File: src/rtl/arb_pkg.sv
// Shared definitions for the arbiter and its downstream grant controller.
package arb_pkg;

    localparam int NUM_MASTERS = 3;

    // Bus source index reported when no master owns the shared bus.
    localparam logic [1:0] SRC_NONE = 2'd3;

    typedef enum logic [2:0] {
        IDLE,
        XFER,
        DONE,
        ABORT,
        RELEASE
    } bgc_state_t;

    // One-hot per-master vector for a master index; an out-of-range index gives all zeros.
    function automatic logic [NUM_MASTERS-1:0] src_onehot(input logic [1:0] src);
        logic [NUM_MASTERS-1:0] oh;
        oh = '0;
        for (int i = 0; i < NUM_MASTERS; i++) begin
            if (src == 2'(i)) oh[i] = 1'b1;
        end
        return oh;
    endfunction

endpackage

File: src/rtl/bus_grant_controller_beat_counter.sv
// Counts accepted beats of the current burst and flags when the next beat is the last one.
module beat_counter
    import arb_pkg::*;
#(
    parameter int LEN_W = 8
) (
    input  logic             clk,
    input  logic             reset,
    input  logic             clear,
    input  logic             beat,
    input  logic [LEN_W-1:0] len,
    output logic [LEN_W-1:0] beat_cnt,
    output logic             last
);

    // Beat count restarts on each new grant and advances on every accepted beat.
    // len is at most 2**LEN_W-1, so the count can reach len without wrapping.
    always_ff @(posedge clk or negedge reset) begin
        if (!reset) begin
            beat_cnt <= '0;
        end else if (clear) begin
            beat_cnt <= '0;
        end else if (beat) begin
            beat_cnt <= beat_cnt + LEN_W'(1);
        end
    end

    // A zero-length burst never reaches the transfer phase, so it never has a last beat.
    always_comb begin
        last = (len != '0) && (beat_cnt == (len - LEN_W'(1)));
    end

endmodule

File: src/rtl/bus_grant_controller.sv
// Latches the arbiter-granted master and its burst length, muxes its beats onto
// the shared bus, bounds bus tenure with a hold timer and reports done/abort.
module bus_grant_controller
    import arb_pkg::*;
#(
    parameter int DATA_W   = 32,
    parameter int LEN_W    = 8,
    parameter int MAX_HOLD = 256
) (
    input  logic                          clk,
    input  logic                          reset,
    input  logic                          g0,
    input  logic                          g1,
    input  logic                          g2,
    input  logic [NUM_MASTERS-1:0]        m_valid,
    input  logic [NUM_MASTERS*DATA_W-1:0] m_data,
    input  logic [NUM_MASTERS*LEN_W-1:0]  m_len,
    output logic [NUM_MASTERS-1:0]        m_ready,
    output logic                          bus_valid,
    output logic [DATA_W-1:0]             bus_data,
    output logic [1:0]                    bus_src,
    input  logic                          bus_ready,
    output logic [NUM_MASTERS-1:0]        done,
    output logic [NUM_MASTERS-1:0]        abort,
    output logic                          busy,
    output logic                          grant_err
);

    localparam int HOLD_W = $clog2(MAX_HOLD + 1);
    localparam logic [HOLD_W-1:0] HOLD_LAST = HOLD_W'(MAX_HOLD - 1);

    bgc_state_t state_q, state_d;
    logic [1:0]             owner_q, owner_d;
    logic [LEN_W-1:0]       len_q, len_d;
    logic [HOLD_W-1:0]      hold_q, hold_d;
    logic                   grant_err_d;
    logic [NUM_MASTERS-1:0] done_d, abort_d;
    logic [1:0]             bus_src_d;

    logic [NUM_MASTERS-1:0] g_vec;
    logic [1:0]             grant_sum;
    logic [1:0]             grant_idx;
    logic [LEN_W-1:0]       grant_len;
    logic                   owner_granted;
    logic                   beat;
    logic                   cnt_clear;
    logic                   last_beat;
    logic [LEN_W-1:0]       beat_cnt;

    assign g_vec = {g2, g1, g0};

    // Decode the incoming grants: how many are high, and which master/length a single grant selects.
    always_comb begin
        grant_sum = {1'b0, g0} + {1'b0, g1} + {1'b0, g2};
        grant_idx = 2'd0;
        grant_len = m_len[LEN_W-1:0];
        for (int i = 0; i < NUM_MASTERS; i++) begin
            if (g_vec[i]) begin
                grant_idx = 2'(i);
                grant_len = m_len[i*LEN_W +: LEN_W];
            end
        end
    end

    // Owner-side mux: only during XFER does the owner see the bus; a dropped grant blocks acceptance.
    always_comb begin
        owner_granted = 1'b0;
        bus_valid     = 1'b0;
        bus_data      = '0;
        m_ready       = '0;
        for (int i = 0; i < NUM_MASTERS; i++) begin
            if (owner_q == 2'(i)) begin
                owner_granted = g_vec[i];
                if (state_q == XFER) begin
                    bus_valid  = m_valid[i];
                    bus_data   = m_data[i*DATA_W +: DATA_W];
                    m_ready[i] = bus_ready & g_vec[i];
                end
            end
        end
        beat = (state_q == XFER) & bus_valid & bus_ready & owner_granted;
    end

    beat_counter #(
        .LEN_W (LEN_W)
    ) u_beat_counter (
        .clk      (clk),
        .reset    (reset),
        .clear    (cnt_clear),
        .beat     (beat),
        .len      (len_q),
        .beat_cnt (beat_cnt),
        .last     (last_beat)
    );

    // Next-state logic; grant loss outranks burst completion, which outranks the hold timeout.
    always_comb begin
        state_d     = state_q;
        owner_d     = owner_q;
        len_d       = len_q;
        hold_d      = hold_q;
        grant_err_d = grant_err;
        cnt_clear   = 1'b0;

        case (state_q)
            IDLE: begin
                if (grant_sum == 2'd1) begin
                    owner_d   = grant_idx;
                    len_d     = grant_len;
                    hold_d    = '0;
                    cnt_clear = 1'b1;
                    state_d   = (grant_len != '0) ? XFER : DONE;
                end else if (grant_sum > 2'd1) begin
                    grant_err_d = 1'b1;
                end
            end
            XFER: begin
                if (hold_q != {HOLD_W{1'b1}}) hold_d = hold_q + HOLD_W'(1);
                if (!owner_granted) begin
                    state_d = ABORT;
                end else if (beat && last_beat) begin
                    state_d = DONE;
                end else if (hold_q == HOLD_LAST) begin
                    state_d = ABORT;
                end
            end
            DONE:    state_d = RELEASE;
            ABORT:   state_d = RELEASE;
            RELEASE: begin
                if (!owner_granted) state_d = IDLE;
            end
            default: state_d = IDLE;
        endcase

        done_d    = (state_d == DONE)  ? src_onehot(owner_d) : '0;
        abort_d   = (state_d == ABORT) ? src_onehot(owner_d) : '0;
        bus_src_d = (state_d == XFER)  ? owner_d : SRC_NONE;
    end

    // State and registered outputs; reset returns to IDLE at once with no pulse.
    always_ff @(posedge clk or negedge reset) begin
        if (!reset) begin
            state_q   <= IDLE;
            owner_q   <= '0;
            len_q     <= '0;
            hold_q    <= '0;
            grant_err <= 1'b0;
            done      <= '0;
            abort     <= '0;
            bus_src   <= SRC_NONE;
            busy      <= 1'b0;
        end else begin
            state_q   <= state_d;
            owner_q   <= owner_d;
            len_q     <= len_d;
            hold_q    <= hold_d;
            grant_err <= grant_err_d;
            done      <= done_d;
            abort     <= abort_d;
            bus_src   <= bus_src_d;
            busy      <= (state_d != IDLE);
        end
    end

endmodule

File: config.mk
export PLATFORM = sky130hd
export DESIGN_NAME = bus_grant_controller
export DESIGN_NICKNAME = d
export VERILOG_FILES = /design/src/rtl/arb_pkg.sv /design/src/rtl/bus_grant_controller_beat_counter.sv /design/src/rtl/bus_grant_controller.sv
export SDC_FILE = /design/constraint.sdc
export NUM_CORES = 1
export LEC_CHECK = 0
export BUFFER_PORTS_ARGS = -buffer_cell sky130_fd_sc_hd__buf_2
export CAP_MARGIN = 10
export CORE_UTILIZATION = 35
export CTS_CLUSTER_SIZE = 28
export DETAILED_ROUTE_END_ITERATION = 8
export HOLD_SLACK_MARGIN = 0.12
export PLACE_DENSITY_LB_ADDON = 0.15
export SLEW_MARGIN = 10
export SYNTH_ARGS = -nofsm -noshare
export SYNTH_HDL_FRONTEND = slang
export SYNTH_SLANG_ARGS = --single-unit
export TNS_END_PERCENT = 1
File: constraint.sdc
create_clock -name clk -period 3 [get_ports clk]
set_clock_uncertainty 0.1 [all_clocks]
set_input_delay 0.3 -clock clk [delete_from_list [all_inputs] [get_ports clk]]
set_output_delay 0.3 -clock clk [all_outputs]
set_load 0.01 [all_outputs]
== Word level (Yosys, flattened, before mapping) ==
Index checks and enable logic that the tools add are counted.

* Output and inout port bits: 46
* Bits in registers: 40
* Input bits: 129

* Bitwise gates (word level): 7
* Add/subtract/negate cells: 5
* Reduce and logical (&&, ||, !) cells: 14
* Magnitude comparators: 1
* Eq/ne operators: 17
* Mux-type cells: 47

{| class="wikitable"
|+ Operator list
! kind !! number
|-
| 32-bit two-way mux || 6
|-
| 8-bit two-way mux || 4
|-
| 1-bit two-way mux || 21
|-
| 3-bit two-way mux || 7
|-
| 9-bit two-way mux || 2
|-
| 9-bit case mux with 2 select lines || 1
|-
| 8-bit nonzero test || 2
|-
| 3-bit by 2-bit == test with 1-bit output (second input constant) || 4
|-
| 3-bit case mux with 4 select lines || 1
|-
| 2-bit two-way mux || 5
|-
| 9-bit by 1-bit adder with 9-bit output (second input constant) || 1
|-
| 9-bit by 8-bit == test with 1-bit output (second input constant) || 1
|-
| 9-bit inequality test (second input constant) || 1
|-
| 8-bit by 1-bit adder with 8-bit output (second input constant) || 1
|-
| 8-bit == test || 1
|-
| 8-bit by 1-bit subtractor with 8-bit output (second input constant) || 1
|-
| 1-bit bitwise AND || 6
|-
| 2-bit by 1-bit == test with 1-bit output (second input constant) || 3
|-
| 3-bit by 1-bit == test with 1-bit output (second input constant) || 2
|-
| 3-bit AND reduction || 2
|-
| 2-bit == test (second input constant) || 2
|-
| 2-bit zero test || 2
|-
| 2-bit nonzero test || 2
|-
| 3-bit == test (second input constant) || 1
|-
| 11 further kinds || 12
|}

== Logic depth before layout (Yosys ltp) ==
Gate-level depths: netlist (run 1).

* Depth after elaboration: 16
* Mapped depth: 9
* Depth with buffers taken out: 9

== Cells and area by module ==
From an unflattened synthesis (run 1), not the netlist that was laid out.

* Cells, all modules: 381
* Area total of the unflattened synthesis: 3,121.7 sq um

{| class="wikitable"
|+ Modules (own cells, without submodules)
! module !! times used !! cells each !! area an instance (sq um)
|-
| bus_grant_controller || 1 || 306 || 2,443.6
|-
| beat_counter || 1 || 75 || 678.2
|}

== Worst setup path after synthesis (run 1) ==
No wires, ideal clock.

* Path type: register to register
* Start point: register len_q[3]
* End point: register abort[0]
* Required time: 2.780 ns
* Setup time: 0.120 ns
* Setup slack: 0.754 ns
* Cell stages (with the launch flop): 9
* Period minus slack after synthesis: 2.246 ns
* Arrival time: 2.025 ns
* Cell sequence: dfrtp_1 > buf_6 > or4_4 > xor2_1 > o311ai_4 > nand4_1 > nor3_2 > nor3_1 > and3_2

* Word-level cells in the longest chain between the ends: 9
* Elaborated cells between the ends (all ways): 10
* Those cells by class: add/sub (1); eq/ne (2); mux (4); reduce/logical (3)

{| class="wikitable"
|+ RTL lines
! item !! RTL line !! source
|-
| from (decl) || bus_grant_controller.sv:34 || <nowiki>logic [LEN_W-1:0] len_q, len_d;</nowiki>
|-
| from (signal assigned) || bus_grant_controller.sv:155 || <nowiki>len_q <= len_d;</nowiki>
|-
| 8-bit by 1-bit subtractor with 8-bit output || bus_grant_controller_beat_counter.sv:30 || <nowiki>last = (len != '0) && (beat_cnt == (len - LEN_W'(1)));</nowiki>
|-
| 8-bit == test || bus_grant_controller_beat_counter.sv:30 ||
|-
| 1-bit logical AND * || bus_grant_controller_beat_counter.sv:30 ||
|-
| 1-bit logical AND * || bus_grant_controller.sv:121 || <nowiki>end else if (beat && last_beat) begin</nowiki>
|-
| 3-bit two-way mux * || bus_grant_controller.sv:121 ||
|-
| 3-bit two-way mux * || bus_grant_controller.sv:119 || <nowiki>if (!owner_granted) begin</nowiki>
|-
| 3-bit case mux with 4 select lines * || bus_grant_controller.sv:105 || <nowiki>case (state_q)</nowiki>
|-
| 3-bit by 2-bit == test with 1-bit output * || bus_grant_controller.sv:136 || <nowiki>abort_d = (state_d == ABORT) ? src_onehot(owner_d) : '0;</nowiki>
|-
| 3-bit two-way mux * || bus_grant_controller.sv:136 ||
|-
| net abort_d[0] || bus_grant_controller.sv:37 || <nowiki>logic [NUM_MASTERS-1:0] done_d, abort_d;</nowiki>
|-
| to (signal assigned) || bus_grant_controller.sv:159 || <nowiki>abort <= abort_d;</nowiki>
|-
| to (decl) || bus_grant_controller.sv:24 || <nowiki>output logic [NUM_MASTERS-1:0] abort,</nowiki>
|}

The timed path passes the listed nets; every way through them passes the cells marked *.
A chain may end at the register's enable or synchronous reset.

== Worst setup path after layout (run 1) ==
* Start point: register owner_q[0]
* End point: register u_beat_counter.beat_cnt[5]

* Word-level cells in the longest chain between the ends: 10
* Elaborated cells between the ends (all ways): 15
* Those cells by class: eq/ne (2); mux (8); bitwise (3); reduce/logical (2)

{| class="wikitable"
|+ RTL lines
! item !! RTL line !! source
|-
| from (decl) || bus_grant_controller.sv:33 || <nowiki>logic [1:0] owner_q, owner_d;</nowiki>
|-
| from (signal assigned) || bus_grant_controller.sv:154 || <nowiki>owner_q <= owner_d;</nowiki>
|-
| 2-bit zero test || bus_grant_controller.sv:72 || <nowiki>if (owner_q == 2'(i)) begin</nowiki>
|-
| 1-bit two-way mux || bus_grant_controller.sv:72 ||
|-
| 1-bit two-way mux || bus_grant_controller.sv:74 || <nowiki>if (state_q == XFER) begin</nowiki>
|-
| 1-bit two-way mux || bus_grant_controller.sv:72 ||
|-
| 1-bit two-way mux || bus_grant_controller.sv:74 ||
|-
| 1-bit two-way mux || bus_grant_controller.sv:72 ||
|-
| 1-bit bitwise AND (2 in a row) || bus_grant_controller.sv:81 || <nowiki>beat = (state_q == XFER) & bus_valid & bus_ready & owner_granted;</nowiki>
|-
| 1-bit bitwise AND * || bus_grant_controller.sv:81 ||
|-
| 2-bit nonzero test (no source line) * || - ||
|-
| to (signal assigned) || bus_grant_controller_beat_counter.sv:24 || <nowiki>beat_cnt <= beat_cnt + LEN_W'(1);</nowiki>
|-
| to (decl) || bus_grant_controller_beat_counter.sv:12 || <nowiki>output logic [LEN_W-1:0] beat_cnt,</nowiki>
|}

Mark *: on every way between the ends. The rest lies on a longest branch, timed or not.

==> results.yml, run 1 <==
setup_path:
  critical_path_class: "flop to flop"
  required_ns: 3.12
  critical_path.reg2reg.endpoint: "u_beat_counter.beat_cnt[5]"
  rrSetupSlack_ns: 0.40
  r2r-start: "owner_q[0]"
  end_kind: "flop"
  ff2ff_path_depth: 6
  startpoint_type: "flop"
  cp.arrival_ns: 2.72
  path_max_fanout: 13
clock_tree:
  cts_hold_buf: 1
  cts_buffers: 5
  clock_latency_ns: 0.30
  post_cts_buffers: 0
  cts_tree: "done"
  cts.sinks: 40
  cts_root_buffer: "clkbuf_8"
  cts_resized: 0
  clockBufferDepth: 2
  clk_pin_slew_worst_paths_ns: 0.09
  cts_max_level: 2
synthesis:
  synth_warnings: 0
  synth_seq_cells: 40
  synth_top_family_by_area: "simple AND/OR/NAND/NOR gates"
  muxShareOfSynthArea_pct: 17.2
  synth_compound_area_share_pct: 13.1
  ys_seq_area_share_pct: 31.9
  synth_xor_area_share_pct: 5.29
  synth_area_sq_mm: 0.00315
  synth_ff_type: "dfrtp_1"
  async_flop_share_pct: 100
  synthSimpleGateAreaFrac_pct: 26.0
  postSynthAreaPerCell_sq_um: 8.26
  syn_nets: 516
  syn_inst: 381
  synth_edf_count: 0
  synth-adder-area-share_pct: 2.62
  synth_cell_type_count: 55
cells_and_area:
  diodes: 0
  drive_gt1_share_pct: 38.8
  final_cell_area_sq_mm: 0.00423
  syn2layout_area_growth_pct: 34.3
  final_cell_mix: "buf_2, nor2_1, mux2i_1"
  layout.nets: 683
  final_common_cell: "buf_2"
timing:
  fin_crit_sh_pct: 86.7
  tightestPinTransition_ns: 0.917
  finalSetupTns_ns: 0
  finalHoldViolCount: 0
  period_minus_slack_ns: 2.60
  slew_violations: 0
  setup_violations: 0
  rsz0062_at_grt: "false"
  slew_headroom_pct: 38.9
  fmax_mhz: 384
place:
  hpwl_um: 7870
  routabilityCongestion: 0.842
  placed_area_sq_mm: 0.00410
  io_buffers: 174
min_path:
  holdPathEnd: "len_q[5]"
  worstHoldStart: "m_len[21]"
  hold_path.class: "input pin to flop"
  min_path_cells: 3
floorplan:
  core_sq_mm: 0.00872
  pin_count: 175
  dieArea_sq_mm: 0.00938
  floorplan.initialDensity_pct: 36.1
  num_rows: 34
  dieHeight_um: 96.8
  die_w_um: 96.8
detailed_routing:
  wirelength_um: 10000
  wl_per_cell_um: 15.2
  firstDrtPassIters: 4
  dr_total_vias: 3345
  drt-initial-drc-count: 109
  via_per_inst: 5.09
  drc: 0
  ant_nets: 0
pwr:
  powerDensity_mw_per_mm2: 791
  ir_drop_uv: 328
  leakage_nw: 2.14
grt:
  grt_pass1_wl_um: 15900
  grt_max_degree: 41
  grt-ovfl-total: 0
  antenna_found_initial: 0
  grt_pass1_vias: 3097
  grt_use_total_pct: 20.8
job:
  drv_cap: 0
run_status:
  outcome: "finished, final reports clean"
how the worst max path moves through the flow:
stage                                  to  startpoint  slack, ns
3_5_place_dp   u_beat_counter.beat_cnt[5]  owner_q[0]       0.39
2_1_floorplan                    abort[0]    len_q[3]       0.75
5_1_grt                           done[0]  owner_q[0]       0.20
4_1_cts        u_beat_counter.beat_cnt[5]  owner_q[0]       0.36
3_3_place_gp   u_beat_counter.beat_cnt[7]  owner_q[0]       0.52
6_report       u_beat_counter.beat_cnt[5]  owner_q[0]       0.40
report_power, final:
group          switching (mW)  internal [mW]  leakage (nW)
Clock                   0.200          0.251        0.0583
Sequential              0.191          0.700         0.519
Combinational            1.16          0.842          1.57
state kept, by name (all words and copies together) (netlist names):
signal	count
hold_q	9
grant_err	1
done	3
owner_q	2
busy	1
bus_src	2
abort	3
len_q	8
state_q	3
u_beat_counter.beat_cnt	8
kinds of logic after synthesis:
family,count (synthesis)
flip-flops,40
multiplexers,53
buffers and inverters,27
adder cells (fa/ha/maj),6
AO/OA/AOI/OAI,67
XOR/XNOR,19
AND/OR/NAND/NOR,169
worst max-delay path: stages, from the launching register on:
cell	delay [ns]
dfrtp_2	0.55
nor2b_2	0.45
a2bb2oi_1	0.25
nor3_4	0.37
nand4_1	0.25
or3_1	0.40
a21oi_1	0.14
cells in the mapped netlist (3+ instances only):
library cell | instances | area, sq um
or3_1 | 4 | 25.0
and3_2 | 3 | 22.5
nand3_1 | 8 | 40.0
inv_1 | 6 | 22.5
ha_1 | 5 | 62.6
dfrtp_1 | 38 | 951
mux2_2 | 9 | 101
nand4_1 | 5 | 31.3
clkbuf_1 | 7 | 26.3
and3_1 | 4 | 25.0
buf_1 | 8 | 30.0
xnor2_1 | 6 | 52.6
nand2b_1 | 5 | 31.3
nor2_1 | 84 | 315
mux2i_1 | 44 | 440
nand2_1 | 22 | 82.6
xor2_1 | 13 | 114
nor2b_1 | 4 | 25.0
o21ai_0 | 14 | 70.1
a21oi_1 | 36 | 180
nor3_1 | 10 | 50.1
per-stage QoR:
| step | util (%) | hold WS (ns) | cells | worst slack (ns) | total power, mW |
|---|---|---|---|---|---|
| floorplan | - | -0.0956 | 381 | 0.754 | 2.32 |
| global route | 48.5 | 0.255 | 657 | 0.204 | 3.64 |
| CTS | 48.5 | 0.241 | 657 | 0.364 | 3.38 |
| detailed placement | 47.0 | 0.354 | 648 | 0.387 | 2.91 |
| finish | 48.5 | 0.239 | 657 | 0.399 | 3.34 |
| global placement | 47.0 | 0.345 | 648 | 0.524 | 2.88 |
per-layer routing:
| metal | global-route usage [%] | vias to the layer above | wire length [um] |
|---|---|---|---|
| li1 | - | 1666 | - |
| met1 | 26.2 | 1560 | 4270 |
| met2 | 36.3 | 106 | 5120 |
| met3 | 4.05 | 13 | 474 |
| met4 | 5.40 | 0 | 153 |
| met5 | 0 | - | 0 |
area by class of cell:
class                      instances  area (sq um)
fill                             869          4490
sequential                        40          1000
timing repair buffer             181           926
clock buffer                       5          68.8
tap                              108           135
inverter                           6          22.5
clock inverter                     3          47.5
multi-input combinational        314          2020
Power figures use the tool's default switching activity.
==> inputs of run 2 (changes only) <==
MAX_ROUTING_LAYER = met4   (was unset)
==> run 2 against run 1 <==
- non-clock buffer count is the same
- register-to-register slack better by 0.02 ns
- core utilization is the same
- sequential cell count is the same
- critical path depth unchanged
- global-route usage increased by 0.60 points
- largest power group unchanged
==> results.yml, run 2 (same netlist as run 1, synthesis figures left out) <==
place:
  io_buffers: 174
  place_ws_ns: 0.387
  routabilityCongestion: 0.855
  hpwl_um: 7870
  placed_area_sq_mm: 0.00410
floorplan:
  core_sq_mm: 0.00872
  pin_count: 175
  num_rows: 34
  dieArea_sq_mm: 0.00938
  dieHeight_um: 96.8
  die_w_um: 96.8
  floorplan.initialDensity_pct: 36.1
grt:
  grt_max_degree: 41
  grt_use_total_pct: 21.4
  grt_pass1_vias: 3090
  grt-ovfl-total: 0
  antenna_found_initial: 0
  grt_pass1_wl_um: 15900
cells_and_area:
  reg_top3: "hold_q (9), len_q (8), u_beat_counter.beat_cnt (8)"
  layout.nets: 683
  final_cell_area_sq_mm: 0.00423
  drive_gt1_share_pct: 38.8
  largest_reg_flops: 9
  final_cell_mix: "buf_2, nor2_1, mux2i_1"
  regMostFlops: "hold_q"
  final_common_cell: "buf_2"
  diodes: 0
  syn2layout_area_growth_pct: 34.3
setup_path:
  end_kind: "flop"
  cp_slowest_cell: "dfrtp_2"
  rrSetupSlack_ns: 0.42
  ff2ff_path_depth: 6
  cp.arrival_ns: 2.70
  path_cells: "nor2b_2 > a2bb2oi_1 > nor3_4 > nand4_1 > or3_1 > a21oi_1"
  required_ns: 3.12
  critical_path_class: "flop to flop"
  startpoint_type: "flop"
  path_max_fanout: 13
  critPathCapture: "u_beat_counter.beat_cnt[5]"
  critical_path.reg2reg.endpoint: "u_beat_counter.beat_cnt[5]"
  startpoint: "owner_q[0]"
  r2r-start: "owner_q[0]"
  critPathMaxStageDelay_ns: 0.56
timing:
  fin_ws_ns: 0.417
  worst_hold_slack_ns: 0.239
  setup_violations: 0
  period_minus_slack_ns: 2.58
  slew_violations: 0
  tightestPinTransition_ns: 0.912
  rsz0062_at_grt: "false"
  finalSetupTns_ns: 0
  slew_headroom_pct: 39.2
  fin_crit_sh_pct: 86.1
  finalHoldViolCount: 0
  fmax_mhz: 387
detailed_routing:
  wirelength_um: 9980
  firstDrtPassIters: 4
  ant_nets: 0
  drt-initial-drc-count: 130
  wl_per_cell_um: 15.2
  dr_total_vias: 3334
  via_per_inst: 5.07
  drc: 0
clock_tree:
  cts_root_buffer: "clkbuf_8"
  clk_pin_slew_worst_paths_ns: 0.09
  cts_max_level: 2
  cts_buffers: 5
  clock_latency_ns: 0.30
  cts_tree: "done"
  cts_resized: 0
  clockBufferDepth: 2
  cts.sinks: 40
job:
  drv_cap: 0
min_path:
  min_path_cells: 3
  hold_path.class: "input pin to flop"
run_status:
  outcome: "finished, final reports clean"
pwr:
  powerDensity_mw_per_mm2: 790
  leakage_nw: 2.14
  ir_drop_uv: 328
## run 2: cell counts in the layout (fill, tap and decap cells not counted)
No cell type changed its count.
## run 2: repair_timing
item                      in CTS  in global routing
hold endpoints to repair      38                  0
hold buffers                   1                  0
buffers inserted               0                  0
## run 2: worst min path at each step
| stage | start | end | slack, ns |
|---|---|---|---|
| finish | m_len[21] | len_q[5] | 0.24 |
| global route | m_len[21] | len_q[5] | 0.25 |
| CTS | m_len[21] | len_q[5] | 0.24 |
| detailed placement | grant_err | grant_err | 0.35 |
| global placement | grant_err | grant_err | 0.35 |
| floorplan | reset | abort[0] | -0.1 |
## run 2: per-layer routing
layer / vias to the layer above / global-route usage, % / wire [um]
met3: 13 / 3.83 / 463
met5: - / - / 0
met2: 103 / 36.2 / 5050
met1: 1552 / 26.4 / 4310
li1: 1666 / - / -
met4: 0 / 5.40 / 155
## run 2: worst max-delay path, delay by kind of cell, from the launching register on
kind             cells  cell delay, ns
AO/OA/AOI/OAI        2            0.39
AND/OR/NAND/NOR      4            1.46
flip-flops           1            0.56
## run 2: area by class of cell
class / count / area, sq um
Multi-Input combinational cell: 314 / 2020
Sequential cell: 40 / 1000
Clock inverter: 3 / 47.5
Timing Repair Buffer: 181 / 926
Tap cell: 108 / 135
Inverter: 6 / 22.5
Fill cell: 869 / 4490
Clock buffer: 5 / 68.8
## run 2: per-stage QoR
stage / util [%] / cells / power (mW)
floorplan: - / 381 / 2.32
global placement: 47.0 / 648 / 2.88
detailed placement: 47.0 / 648 / 2.91
CTS: 48.5 / 657 / 3.38
global route: 48.5 / 657 / 3.64
finish: 48.5 / 657 / 3.34
## run 2: report_power, final
group	switching (mW)	leakage, nW	internal, mW	total (mW)
logic	1.16	1.57	0.842	2.00
registers	0.192	0.519	0.700	0.892
clock network	0.199	0.0583	0.251	0.450
total	1.55	2.14	1.79	3.34
